==> src/rtl/pipe_stage_skid_if.sv <==
// Valid/ready handshake bundle carrying a stage's control and data fields.
interface pipe_stage_skid_if #(
  parameter int unsigned CTRL_W = 4,
  parameter int unsigned DATA_W = 76
);
  logic              valid;
  logic              ready;
  logic [CTRL_W-1:0] ctrl;
  logic [DATA_W-1:0] data;

  // Producer side drives the payload, consumer side answers with ready.
  modport master (output valid, output ctrl, output data, input ready);
  modport slave  (input valid, input ctrl, input data, output ready);
endinterface

==> src/rtl/pipe_stage_skid.sv <==
// Pipeline stage register with valid/ready handshake, synchronous flush,
// optional skid entry (registered in_ready) and a saturating stall counter.
// Control fields are cleared whenever their entry is invalid; data fields
// are never reset.
module pipe_stage_skid #(
  parameter int unsigned CTRL_W = 4,
  parameter int unsigned DATA_W = 76,
  parameter int unsigned SKID   = 1,
  parameter int unsigned CNT_W  = 16
) (
  input  logic                  clk,
  input  logic                  reset,
  input  logic                  flush,
  pipe_stage_skid_if.slave      up,
  pipe_stage_skid_if.master     dn,
  output logic [CNT_W-1:0]      stall_cnt
);

  localparam bit               HAS_SKID = (SKID != 0);
  localparam logic [CNT_W-1:0] CNT_MAX  = '1;

  logic              main_valid, main_valid_n;
  logic [CTRL_W-1:0] main_ctrl, main_ctrl_n;
  logic [DATA_W-1:0] main_data, main_data_n;
  logic              skid_valid, skid_valid_n;
  logic [CTRL_W-1:0] skid_ctrl, skid_ctrl_n;
  logic [DATA_W-1:0] skid_data, skid_data_n;
  logic [CNT_W-1:0]  cnt_n;
  logic              ready_c;
  logic              acc;
  logic              rel;

  // Upstream ready: straight from the skid flop, or combinational without skid.
  always_comb begin
    ready_c = 1'b0;
    if (HAS_SKID) begin
      ready_c = ~skid_valid;
    end else begin
      ready_c = ~main_valid | dn.ready;
    end
  end

  assign acc      = up.valid & ready_c;
  assign rel      = main_valid & dn.ready;
  assign up.ready = ready_c;
  assign dn.valid = main_valid;
  assign dn.ctrl  = main_ctrl;
  assign dn.data  = main_data;

  // Entry next-state: fill, drain, promote skid to main, or capture into skid.
  always_comb begin
    main_valid_n = main_valid;
    main_ctrl_n  = main_ctrl;
    main_data_n  = main_data;
    skid_valid_n = skid_valid;
    skid_ctrl_n  = skid_ctrl;
    skid_data_n  = skid_data;
    if (flush) begin
      main_valid_n = 1'b0;
      main_ctrl_n  = '0;
      skid_valid_n = 1'b0;
      skid_ctrl_n  = '0;
    end else if (!main_valid) begin
      if (acc) begin
        main_valid_n = 1'b1;
        main_ctrl_n  = up.ctrl;
        main_data_n  = up.data;
      end
    end else if (rel) begin
      if (skid_valid) begin
        main_ctrl_n  = skid_ctrl;
        main_data_n  = skid_data;
        skid_valid_n = 1'b0;
        skid_ctrl_n  = '0;
      end else if (acc) begin
        main_ctrl_n  = up.ctrl;
        main_data_n  = up.data;
      end else begin
        main_valid_n = 1'b0;
        main_ctrl_n  = '0;
      end
    end else if (acc && HAS_SKID) begin
      skid_valid_n = 1'b1;
      skid_ctrl_n  = up.ctrl;
      skid_data_n  = up.data;
    end
  end

  // Stall counter next value: count held-but-not-taken cycles, saturating.
  always_comb begin
    cnt_n = stall_cnt;
    if (main_valid && !dn.ready && (stall_cnt != CNT_MAX)) begin
      cnt_n = stall_cnt + CNT_W'(1);
    end
  end

  // Control state: valid bits, control fields and counter, async reset.
  always_ff @(posedge clk or posedge reset) begin
    if (reset) begin
      main_valid <= 1'b0;
      main_ctrl  <= '0;
      skid_valid <= 1'b0;
      skid_ctrl  <= '0;
      stall_cnt  <= '0;
    end else begin
      main_valid <= main_valid_n;
      main_ctrl  <= main_ctrl_n;
      skid_valid <= skid_valid_n;
      skid_ctrl  <= skid_ctrl_n;
      stall_cnt  <= cnt_n;
    end
  end

  // Data fields carry no reset so they stay plain enable flops.
  always_ff @(posedge clk) begin
    main_data <= main_data_n;
    skid_data <= skid_data_n;
  end

endmodule

==> src/flat_wrapper.sv <==
// flat-port wrapper written by rule: the top's interface ports become plain ports
module pipe_stage_skid_flat 
#(
  parameter int unsigned CTRL_W = 4,
  parameter int unsigned DATA_W = 76,
  parameter int unsigned SKID   = 1,
  parameter int unsigned CNT_W  = 16
)
  (clk, reset, flush, stall_cnt, up_valid, up_ctrl, up_data, up_ready, dn_valid, dn_ctrl, dn_data, dn_ready);
  pipe_stage_skid_if #(.CTRL_W(CTRL_W), .DATA_W(DATA_W)) up_i ();
  pipe_stage_skid_if #(.CTRL_W(CTRL_W), .DATA_W(DATA_W)) dn_i ();
  input  logic clk;
  input  logic reset;
  input  logic flush;
  output logic [CNT_W-1:0] stall_cnt;
  input wire logic [$bits(up_i.valid)-1:0] up_valid;
  input wire logic [$bits(up_i.ctrl)-1:0] up_ctrl;
  input wire logic [$bits(up_i.data)-1:0] up_data;
  output wire logic [$bits(up_i.ready)-1:0] up_ready;
  output wire logic [$bits(dn_i.valid)-1:0] dn_valid;
  output wire logic [$bits(dn_i.ctrl)-1:0] dn_ctrl;
  output wire logic [$bits(dn_i.data)-1:0] dn_data;
  input wire logic [$bits(dn_i.ready)-1:0] dn_ready;
  assign up_i.valid = up_valid;
  assign up_i.ctrl = up_ctrl;
  assign up_i.data = up_data;
  assign up_ready = up_i.ready;
  assign dn_valid = dn_i.valid;
  assign dn_ctrl = dn_i.ctrl;
  assign dn_data = dn_i.data;
  assign dn_i.ready = dn_ready;
  pipe_stage_skid #(.CTRL_W(CTRL_W), .DATA_W(DATA_W), .SKID(SKID), .CNT_W(CNT_W)) u_core (.clk(clk), .reset(reset), .flush(flush), .up(up_i), .dn(dn_i), .stall_cnt(stall_cnt));
endmodule
==> config.mk <==
export PLATFORM = sky130hd
export DESIGN_NAME = pipe_stage_skid_flat
export DESIGN_NICKNAME = d
export VERILOG_FILES = /design/src/rtl/pipe_stage_skid_if.sv /design/src/rtl/pipe_stage_skid.sv /design/src/flat_wrapper.sv
export SDC_FILE = /design/constraint.sdc
export NUM_CORES = 1
export LEC_CHECK = 0
export BUFFER_PORTS_ARGS = -buffer_cell sky130_fd_sc_hd__clkbuf_2
export CAP_MARGIN = 10
export CORE_MARGIN = 2
export CORE_UTILIZATION = 30
export CTS_BUF_LIST = sky130_fd_sc_hd__clkbuf_2
export CTS_CLUSTER_DIAMETER = 80
export DETAILED_ROUTE_END_ITERATION = 10
export GPL_ROUTABILITY_DRIVEN = 1
export SETUP_SLACK_MARGIN = 0.5
export SKIP_CTS_REPAIR_TIMING = 1
export SLEW_MARGIN = 30
export SYNTH_ARGS = -nofsm -noshare
export SYNTH_HDL_FRONTEND = slang
export SYNTH_SLANG_ARGS = --single-unit
==> constraint.sdc <==
create_clock -name clk -period 11 [get_ports clk]
set_input_delay 0.55 -clock clk [delete_from_list [all_inputs] [get_ports clk]]
set_output_delay 0.55 -clock clk [all_outputs]
set_load 0.005 [all_outputs]
---- After elaboration in Yosys (flattened, before gate mapping) ----
Index checks and enable logic that the tools add are counted.
cells by class
  add/sub/neg operators ................... 1
  equality and inequality tests ........... 4
  muxes and demuxes ....................... 23
  bitwise logic cells ..................... 5
  reductions and logical operators ........ 11
operator list
  cell                                                                     number
  76-bit two-way mux                                                       4
  4-bit two-way mux                                                        10
  16-bit by 1-bit adder with 16-bit output, second input constant          1
  16-bit inequality test, second input constant                            1
  1-bit two-way mux                                                        9
  2-bit AND reduction                                                      3
  3-bit nonzero test                                                       2
  4-bit AND reduction                                                      1
  3-bit by 2-bit inequality test with 1-bit output, second input constant  1
  3-bit inequality test, second input constant                             1
  1-bit NOT                                                                3
  3-bit AND reduction                                                      1
  1-bit AND                                                                2
  1-bit logical AND                                                        2
  2-bit inequality test, second input constant                             1
  2-bit nonzero test                                                       1
  1-bit logical NOT                                                        1
word-level totals
  bits in registers ....................... 178
  bits of input ports ..................... 85
  output and inout port bits .............. 98
  word-level logic and storage cells ...... 51

---- Depth between registers and ports, before layout ----
Gate-level depths: netlist (run 1).
  depth after elaboration ................. 7
  depth in mapped cells ................... 6
  depth with buffers taken out ............ 5

---- Least setup slack after synthesis (run 1) ----
No wires, ideal clock.
  path type ............................... input -> register
  start ................................... input port flush
  end ..................................... register u_core.main_data[0], in the netlist u_core.dn.data[0], enable pin
  setup time .............................. 511 ps
  data arrival time ....................... 3938 ps
  data required time ...................... 10489 ps
  slack ................................... 6551 ps
  stages on the path ...................... 2
  buffers on the path ..................... 1
  path through ............................ clkbuf_1 nor2_1
on the way
  cells in the longest elaborated chain, start to end .. 2
ends and longest elaborated chain
  what                                  RTL line                source
  from (decl)                           flat_wrapper.sv:14      input logic flush;
  1-bit NOT (no source line)            -
  2-bit AND reduction (no source line)  -
  to (signal assigned)                  pipe_stage_skid.sv:116  main_data <= main_data_n;
  to (decl)                             pipe_stage_skid.sv:24   logic [DATA_W-1:0] main_data, main_data_n;
No other way between the ends.
A chain may end at the register's enable or synchronous reset.

---- Worst setup path after layout (run 1) ----
  start ................................... register u_core.skid_valid
  end ..................................... register u_core.skid_data[40], enable pin
on the way
  cells in the longest elaborated chain, start to end .. 3
ends and longest elaborated chain
  what                                  RTL line                source
  from (decl)                           pipe_stage_skid.sv:25   logic skid_valid, skid_valid_n;
  from (signal assigned)                pipe_stage_skid.sv:108  skid_valid <= skid_valid_n;
  1-bit NOT                             pipe_stage_skid.sv:37   ready_c = ~skid_valid;
  1-bit AND                             pipe_stage_skid.sv:43   assign acc = up.valid & ready_c;
  4-bit AND reduction (no source line)  -
  to (signal assigned)                  pipe_stage_skid.sv:117  skid_data <= skid_data_n;
  to (decl)                             pipe_stage_skid.sv:27   logic [DATA_W-1:0] skid_data, skid_data_n;
No other way between the ends.

==> results of run 1 <==
where the power goes:
| part | total, W | leakage, nW | switching, W | internal, W |
|---|---|---|---|---|
| clock | 0.000317 | 0.128 | 0.000234 | 0.0000831 |
| sequential | 0.000816 | 1.76 | 0.0000317 | 0.000785 |
| combinational | 0.000177 | 1.99 | 0.0000883 | 0.0000892 |
| total | 0.00131 | 3.88 | 0.000354 | 0.000957 |
cell families after synthesis:
| family | share of synthesized area [%] |
|---|---|
| AOI/OAI and AO/OA | 7.73 |
| muxes | 10.7 |
| buffers and inverters | 2.02 |
| xor gates and xnor gates | 1.30 |
| and+or+nand+nor | 7.42 |
| DFF | 70.6 |
| adders and majority gates | 0.169 |
per-stage QoR:
stage / cell area (sq um) / util (%) / hold WS [ps] / cells / setup WS (ps)
after floorplan: 7380 / - / 474 / 527 / 6550
after global placement: 8640 / 35.6 / 494 / 1011 / 8100
after detailed placement: 8640 / 35.6 / 496 / 1011 / 8090
after CTS: 8840 / 36.5 / -285 / 1043 / 8170
after global routing: 9650 / 39.8 / 5.34 / 1124 / 8060
final: 9650 / 39.8 / 135 / 1124 / 8250
synthesized netlist by cell type (4+ instances only):
master,number,area share [%]
a22oi_1,4,0.41
a22o_1,4,0.47
xor2_1,9,1.1
mux2i_1,77,10
nand2_1,85,4.3
edfxtp_1,152,62
a21oi_1,7,0.47
a211oi_1,7,0.71
o21ai_0,79,5.4
nand4_1,4,0.34
nor2_1,10,0.51
inv_1,5,0.25
nand3_1,6,0.41
dfrtp_1,26,8.8
buf_2,14,0.95
clkbuf_1,11,0.56
worst reg2reg max path, stage by stage (launching register included):
cell      delay, ps
dfrtp_1         510
nand2b_4        500
buf_4           610
nor3_4          240
buf_4           520
worst paths after layout:
| check | start | endpoint | slack, ps | cells past startpoint |
|---|---|---|---|---|
| min | up_ctrl[3] | u_core.skid_ctrl[3] | 140 | 2 |
| min reg2reg | u_core.skid_data[51] | u_core.dn.data[51] | 500 | 2 |
| min in group asynchronous | reset | u_core.stall_cnt[13] | 390 | 3 |
| max | u_core.skid_valid | u_core.skid_data[40] | 8250 | 4 |
| max reg2reg | u_core.skid_valid | u_core.skid_data[40] | 8250 | 4 |
| max in group asynchronous | reset | u_core.stall_cnt[1] | 10200 | 3 |
routing by layer:
metal / routed length (um) / track usage, % / part of all wire (%) / up-vias
li1: - / - / - / 2485
met1: 7910 / 16.6 / 47 / 2440
met2: 7690 / 19.5 / 46 / 146
met3: 907 / 4.80 / 5.4 / 14
met4: 194 / 3.61 / 1.2 / 0
met5: 0 / 0 / 0 / -
layout make-up:
type	count	area [sq um]
Sequential cell	178	5220
Timing Repair Buffer	268	1760
Fill cell	2325	14600
Tap cell	324	405
Inverter	5	18.8
Multi-Input combinational cell	316	2040
Clock inverter	13	110
Clock buffer	19	95.1
Antenna cell	1	2.50
state kept, by name, summed over array words and instances, names as in the netlist:
signal             count
u_core.dn.data        76
u_core.skid_valid      1
u_core.skid_ctrl       4
u_core.stall_cnt      16
u_core.dn.ctrl         4
u_core.skid_data      76
u_core.dn.valid        1
==> flow_summary.ini, run 1 <==
[floorplanning]
dieArea_sq_um = 25900
die_w_um = 161
core_area_sq_um = 24200
rows = 57
start_util_pct = 30.5
top_level_ports = 183
die_height_um = 161

[routing]
vias_per_cell = 4.52
first_pass_iters = 5
finalWirelength_mm = 16.7
wire_per_inst_um = 14.9
drc = 0
vias = 5085
ant_nets = 0
first_iter_violations = 317

[critical_path]
cp.required_ps = 11340
path_common_cell = buf_4
cp_num_buf_inv = 2
crit_path_start_kind = flop
end_kind = flop
critPathKind = reg2reg
crit_slowest_cell = buf_4
max_stage_delay_ps = 570
critPathArrivalTime_ps = 3080
crit_family = buffers and inverters
critPathMaxFanout = 46
path_cells = nand2b_4 -> buf_4 -> nor3_4 -> buf_4

[placement]
port_buffers = 182
hpwlAfterDp_mm = 10.3
gp_congestion = 0.714

[logic_synthesis]
ys_seq_elements = 178
yosysSeqAreaShare_pct = 70.6
synth.cell_area_sq_um = 7380
synth_enable_flop_cells = 152
synthArstFlopShare_pct = 14.6
synthFlopType = edfxtp_1
yosys.cell_types.count = 38
synth_fp_nets = 613
syn_avg_cell_area_sq_um = 14.0
syn_inst = 527
synth_warnings = 0

[status]
status = completed

[cts]
clk-insertion-delay-late_ps = 710
cts_buffer_depth = 2
cts_buffers = 17
cts.clk_slew.worst_paths_ps = 230
cts_tree = yes
clockRootBuffer = clkbuf_2
cts_max_level = 4
clock_sinks = 178

[sta]
tns_ps = 0
rsz0062_at_grt = no
max_slew.worst_pin.slew_ps = 803
fin_crit_sh_pct = 25.0
fmax_mhz = 364
skew_ps = 58.5
post-route-min-period_ps = 2750
relSlewSlack_pct = 46.5
finalHoldViolCount = 0
drv_slew = 0
setup_viol = 0

[min_path]
min_path_type = in2reg

[cells_and_area]
drive_above_1_share_pct = 28.9
finalNetCount = 872
syn_to_final_growth_pct = 30.7
final_cell_mix = clkbuf_2 (201), edfxtp_1 (152), nand2_1 (85)
final_common_cell = clkbuf_2

[power]
fin_total_pwr_w = 0.00131
p_per_area_nw_per_um2 = 136
peakVddDrop_mv = 0.0587
p_leak_nw = 3.88

[global_route]
first_global_vias = 4726
grt_max_degree = 80
grt_antenna_before_repair = 1
grt_use_total_pct = 12.6
grt_first_pass_wirelength_mm = 25.7
overflow = 0

[run]
maxCapViolations = 0
No activity file was read; power rests on OpenSTA's default activity.
==> run 2, diff against run 1 <==
--- a/config.mk
+++ b/config.mk
@@ -5,6 +5,7 @@
 export SDC_FILE = /design/constraint.sdc
 export NUM_CORES = 1
 export LEC_CHECK = 0
+export ABC_AREA = 1
 export BUFFER_PORTS_ARGS = -buffer_cell sky130_fd_sc_hd__clkbuf_2
 export CAP_MARGIN = 10
 export CORE_MARGIN = 2
==> constraint.sdc (replaced) <==
create_clock -name clk -period 2.35 [get_ports clk]
set_input_delay 0.1175 -clock clk [delete_from_list [all_inputs] [get_ports clk]]
set_output_delay 0.1175 -clock clk [all_outputs]
set_load 0.005 [all_outputs]
==> flow_summary.ini, run 2 <==
[min_path]
hold-path-cell-count = 2
whs_endpoint = u_core.skid_data[32]
min_path_type = in2reg
hold_start = up_data[32]

[cts]
cts_buffers = 17
cts_max_level = 4
clockRootBuffer = clkbuf_2
cts_tree = yes
clock_sinks = 178
cts_buffer_depth = 2
clk-insertion-delay-late_ps = 750
cts.clk_slew.worst_paths_ps = 290

[placement]
port_buffers = 182
gp_congestion = 0.794
hpwlAfterDp_mm = 12.5
place_area_sq_um = 8820

[cells_and_area]
syn_to_final_growth_pct = 34.6
finalNetCount = 1053
drive_above_1_share_pct = 25.3
final_common_cell = clkbuf_2
final_cell_mix = clkbuf_2 (199), nand2_1 (152), edfxtp_1 (152)
post-route-cell-area_sq_um = 10100

[global_route]
grt_first_pass_wirelength_mm = 30.4
grt_max_degree = 78
grt_antenna_before_repair = 1
overflow = 0
first_global_vias = 5551
grt_use_total_pct = 14.8

[sta]
drv_slew = 0
fin_crit_sh_pct = 71.6
rsz0062_at_grt = no
finalHoldViolCount = 0
fmax_mhz = 594
relSlewSlack_pct = 63.0
setup_viol = 0
post-route-min-period_ps = 1680
skew_ps = 38.5
max_slew.worst_pin.slew_ps = 555
tns_ps = 0

[routing]
finalWirelength_mm = 20.3
vias_per_cell = 4.61
drc = 0
ant_nets = 0
vias = 6015
wire_per_inst_um = 15.6
first_pass_iters = 5
first_iter_violations = 565

[critical_path]
cp.required_ps = 2790
reg2reg_slack_ps = 670
r2r-start = u_core.skid_valid
critPathMaxFanout = 52
critPathKind = reg2reg
crit_path_start_kind = flop
rr_endpoint = u_core.skid_data[10]
end_kind = flop
critPathArrivalTime_ps = 2120
reg2reg_depth = 6

[power]
peakVddDrop_mv = 0.273
p_leak_nw = 3.91
fin_total_pwr_w = 0.00626
p_per_area_nw_per_um2 = 618

[floorplanning]
die_w_um = 162
core_area_sq_um = 24500
dieArea_sq_um = 26400
top_level_ports = 183
start_util_pct = 30.8
rows = 57
die_height_um = 162

[status]
status = completed

[logic_synthesis]
synth_fp_nets = 773
synth_enable_flop_cells = 152
synthArstFlopShare_pct = 14.6
synth_area_leaders = edfxtp_1 (61%), dfrtp_1 (8.6%), o21ai_0 (8.4%), nand2_1 (7.6%), nor2_1 (4.5%)
syn_inst = 687
synthFlopType = edfxtp_1
syn_avg_cell_area_sq_um = 11.0
yosysSeqAreaShare_pct = 69.3
yosys.cell_types.count = 30
ys_seq_elements = 178
yosys.area.top_type = edfxtp_1
yosys-top-cells-count = edfxtp_1 (152), nand2_1 (152), o21ai_0 (127), nor2_1 (90), o21ai_1 (33)
synth_top_area_share_pct = 60.7
synth.cell_area_sq_um = 7520
synth_warnings = 0

[run]
maxCapViolations = 0
-- run 2: changes by cell type in the layout (fill, tap and decap cells not counted), moves of 5 or more --
cell and delta:
xnor2_1 +5, o21ai_0 +44, a211oi_1 -7, dlygate4sd3_1 +20, a21oi_1 -6, nor2_1 +80, inv_1 +15, o21ai_1 +37
xor2_1 -9, nand2_1 +67, mux2i_1 -77
-- run 2: stage by stage --
stage                     hold WS, ps  std cells  util (%)  setup WS [ps]
after global routing             2.48       1305      41.4            520
after floorplan                   157        687         -           78.4
after detailed placement          190       1171      36.1            426
after CTS                        -735       1203      37.0            394
after global placement            179       1171      36.1            461
final                            73.9       1305      41.4            667
-- run 2: cells by family after synthesis --
| group | count (synthesis) | synth area share, % |
|---|---|---|
| AOI/OAI and AO/OA | 173 | 11.8 |
| and+or+nand+nor | 267 | 14.4 |
| DFF | 178 | 69.3 |
| adders and majority gates | 1 | 0.166 |
| buffers and inverters | 61 | 3.49 |
| xor gates and xnor gates | 7 | 0.815 |
-- run 2: cell type report --
type	instances	area, sq um
Multi-Input combinational cell	448	2080
Antenna cell	1	2.50
Sequential cell	178	5220
Timing Repair Buffer	295	2070
Tap cell	324	405
Clock buffer	17	85.1
Inverter	27	121
Clock inverter	15	150
Fill cell	2378	14300
-- run 2: layer usage --
layer | wire, um | share of wire, % | track usage (%) | vias to the layer above
met3 | 1280 | 6.3 | 4.35 | 17
met4 | 236 | 1.2 | 3.82 | 0
met1 | 8790 | 43 | 18.9 | 2843
li1 | - | - | - | 2949
met2 | 10000 | 49 | 24.8 | 206
met5 | 0 | 0 | 0 | -
-- run 2: report_power, final --
part / switching (W) / total, W / leakage (nW) / internal (W)
Sequential: 0.000124 / 0.00379 / 1.76 / 0.00366
Clock: 0.00118 / 0.00160 / 0.138 / 0.000415
Combinational: 0.000468 / 0.000879 / 2.01 / 0.000411
-- run 2: how the worst max path moves through the flow --
stage | slack (ps) | to | cells after the start | start
final | 670 | u_core.skid_data[10] | 6 | u_core.skid_valid
after CTS | 390 | u_core.skid_data[45] | 6 | u_core.skid_valid
after global routing | 520 | u_core.dn.data[11] | 4 | u_core.dn.valid
after floorplan | 80 | u_core.skid_data[0] | 6 | u_core.skid_valid
after detailed placement | 430 | u_core.skid_data[70] | 6 | u_core.skid_valid
after global placement | 460 | u_core.skid_data[70] | 6 | u_core.skid_valid
-- run 2: worst max-delay path, stage by stage, from the launching register on --
cell	delay, ps
dfrtp_1	460
inv_2	120
nand2_8	140
clkinv_8	160
nand3_4	80
clkinvlp_4	110
buf_16	280
==> run 3, diff against run 2 <==
==> constraint.sdc (replaced) <==
create_clock -name clk -period 1.4 [get_ports clk]
set_input_delay 0.07 -clock clk [delete_from_list [all_inputs] [get_ports clk]]
set_output_delay 0.07 -clock clk [all_outputs]
set_load 0.005 [all_outputs]
==> flow_summary.ini, run 3 (same netlist as run 2, synthesis figures left out) <==
[critical_path]
reg2reg_slack_ps = -140
max_stage_delay_ps = 520
r2r-start = u_core.stall_cnt[0]
crit_path_start_kind = flop
critPathArrivalTime_ps = 1530
critPathKind = reg2out
cp.required_ps = 1330
rr_endpoint = u_core.stall_cnt[13]
critPathMaxFanout = 4
reg2reg_depth = 10
end_kind = output pin
path_cells = buf_6 -> clkbuf_2
crit_slowest_cell = dfrtp_2

[sta]
setup_ws_ps = -196
fmax_mhz = 627
finalHoldViolCount = 0
fin_crit_sh_pct = 114
relSlewSlack_pct = 69.3
max_slew.worst_pin.slew_ps = 461
skew_ps = 45.8
setup_viol = 276
drv_slew = 0
post-route-min-period_ps = 1600
rsz0062_at_grt = yes

[cts]
cts.clk_slew.worst_paths_ps = 330
clockRootBuffer = clkbuf_2
clk-insertion-delay-late_ps = 780
cts_buffer_depth = 2
clock_sinks = 178
cts_buffers = 17
cts_max_level = 4
cts_tree = yes

[cells_and_area]
final_cell_mix = clkbuf_2 (193), dlygate4sd3_1 (153), edfxtp_1 (152)
final_cells = 1529
syn_to_final_growth_pct = 85.3
drive_above_1_share_pct = 47.3
final_common_cell = clkbuf_2
diodes = 0
fill_cells = 1968
finalNetCount = 1278

[floorplanning]
top_level_ports = 183
die_w_um = 162
die_height_um = 162
core_area_sq_um = 24500
rows = 57
start_util_pct = 30.8
dieArea_sq_um = 26400

[run]
maxCapViolations = 0

[power]
p_int_w = 0.00835
fin_total_pwr_w = 0.0120
pwr-share-seq_pct = 53.1
p_per_area_nw_per_um2 = 863
switching_share_pct = 30.6
p_clk_share_pct = 22.6
pwr-share-comb_pct = 24.3
p_leak_nw = 5.60
peakVddDrop_mv = 0.518
power.switching_w = 0.00369

[routing]
first_pass_iters = 5
wire_per_inst_um = 18.8
ant_nets = 0
vias = 7409
first_iter_violations = 533
finalWirelength_mm = 28.7
drc = 0
vias_per_cell = 4.85

[global_route]
grt_max_degree = 38
grt_antenna_before_repair = 1
first_global_vias = 5683
grt_use_total_pct = 14.9
grt_first_pass_wirelength_mm = 30.6
overflow = 0

[status]
violations = negative setup slack
status = finished with violations

[min_path]
whs_endpoint = u_core.skid_data[66]
min_path_type = in2reg
hold_start = up_data[66]
hold-path-cell-count = 2

[placement]
port_buffers = 182
hpwlAfterDp_mm = 13.2
gp_congestion = 0.808
place_inst = 1215
[run 3: cell count changes in the layout (fill, tap and decap cells not counted), moves of 31 or more]
| cell | previous run | this run |
|---|---|---|
| buf_4 | 7 | 66 |
| buf_6 | 3 | 45 |
| clkbuf_16 | 0 | 31 |
| dlygate4sd3_1 | 100 | 153 |
| nor2_1 | 89 | 39 |
| nor2_4 | 1 | 34 |
| o21ai_0 | 123 | 1 |
| o21ai_1 | 37 | 89 |
| o21ai_2 | 0 | 61 |
[run 3: power by group through the flow]
stage | Clock (W) | Combinational, W | Sequential, W
global placement | 0 | 0.00146 | 0.00646
floorplan | 0 | 0.000625 | 0.00648
detailed placement | 0 | 0.00149 | 0.00646
CTS | 0.00277 | 0.00150 | 0.00635
finish | 0.00272 | 0.00293 | 0.00639
global route | 0.00296 | 0.00314 | 0.00642
[run 3: per-layer routing]
layer	track usage (%)	share of wire, %	vias up
met5	0	0.045	-
met4	3.06	1.7	2
met3	4.23	6.4	46
met2	23.8	51	301
met1	20.4	41	3631
li1	-	-	3429
[run 3: cell type report]
| cell class | instances | area, sq um | share of cell area, % |
|---|---|---|---|
| clock buffers | 17 | 85.1 | 0.610 |
| flip-flops and latches | 178 | 5230 | 37.5 |
| inverters | 27 | 133 | 0.951 |
| well taps | 324 | 405 | 2.91 |
| multi-input cells | 449 | 2890 | 20.7 |
| repair buffers | 519 | 5060 | 36.3 |
| clock inverters | 15 | 144 | 1.03 |
[run 3: worst max-delay path, delay by kind of cell (launching register included)]
| kind | cells | cell delay (ps) |
|---|---|---|
| buffers and inverters | 2 | 230 |
| DFF | 1 | 520 |
[run 3: worst max path at each step]
stage / start / to / slack, ps / cells after the start
after floorplan: u_core.skid_valid / u_core.skid_data[0] / -870 / 6
after global placement: u_core.skid_valid / u_core.dn.data[26] / -20 / 6
after detailed placement: u_core.skid_valid / u_core.dn.data[18] / -80 / 6
after CTS: u_core.stall_cnt[3] / stall_cnt[3] / -310 / 2
after global routing: u_core.skid_valid / up_ready / -320 / 3
final: u_core.stall_cnt[1] / stall_cnt[1] / -200 / 2
[run 3: per-stage QoR]
stage               worst slack [ps]  cell area (sq um)  util (%)  hold WS [ps]  TNS [ps]
floorplan                       -872               7620         -           110   -127310
global placement               -23.5               9430      38.5          61.7      -122
detailed placement             -80.1               9430      38.5          68.6      -151
CTS                             -310               9660      39.5          -877    -14960
global route                    -320              13900      57.0          3.16    -40610
finish                          -196              13900      57.0          62.5    -15520
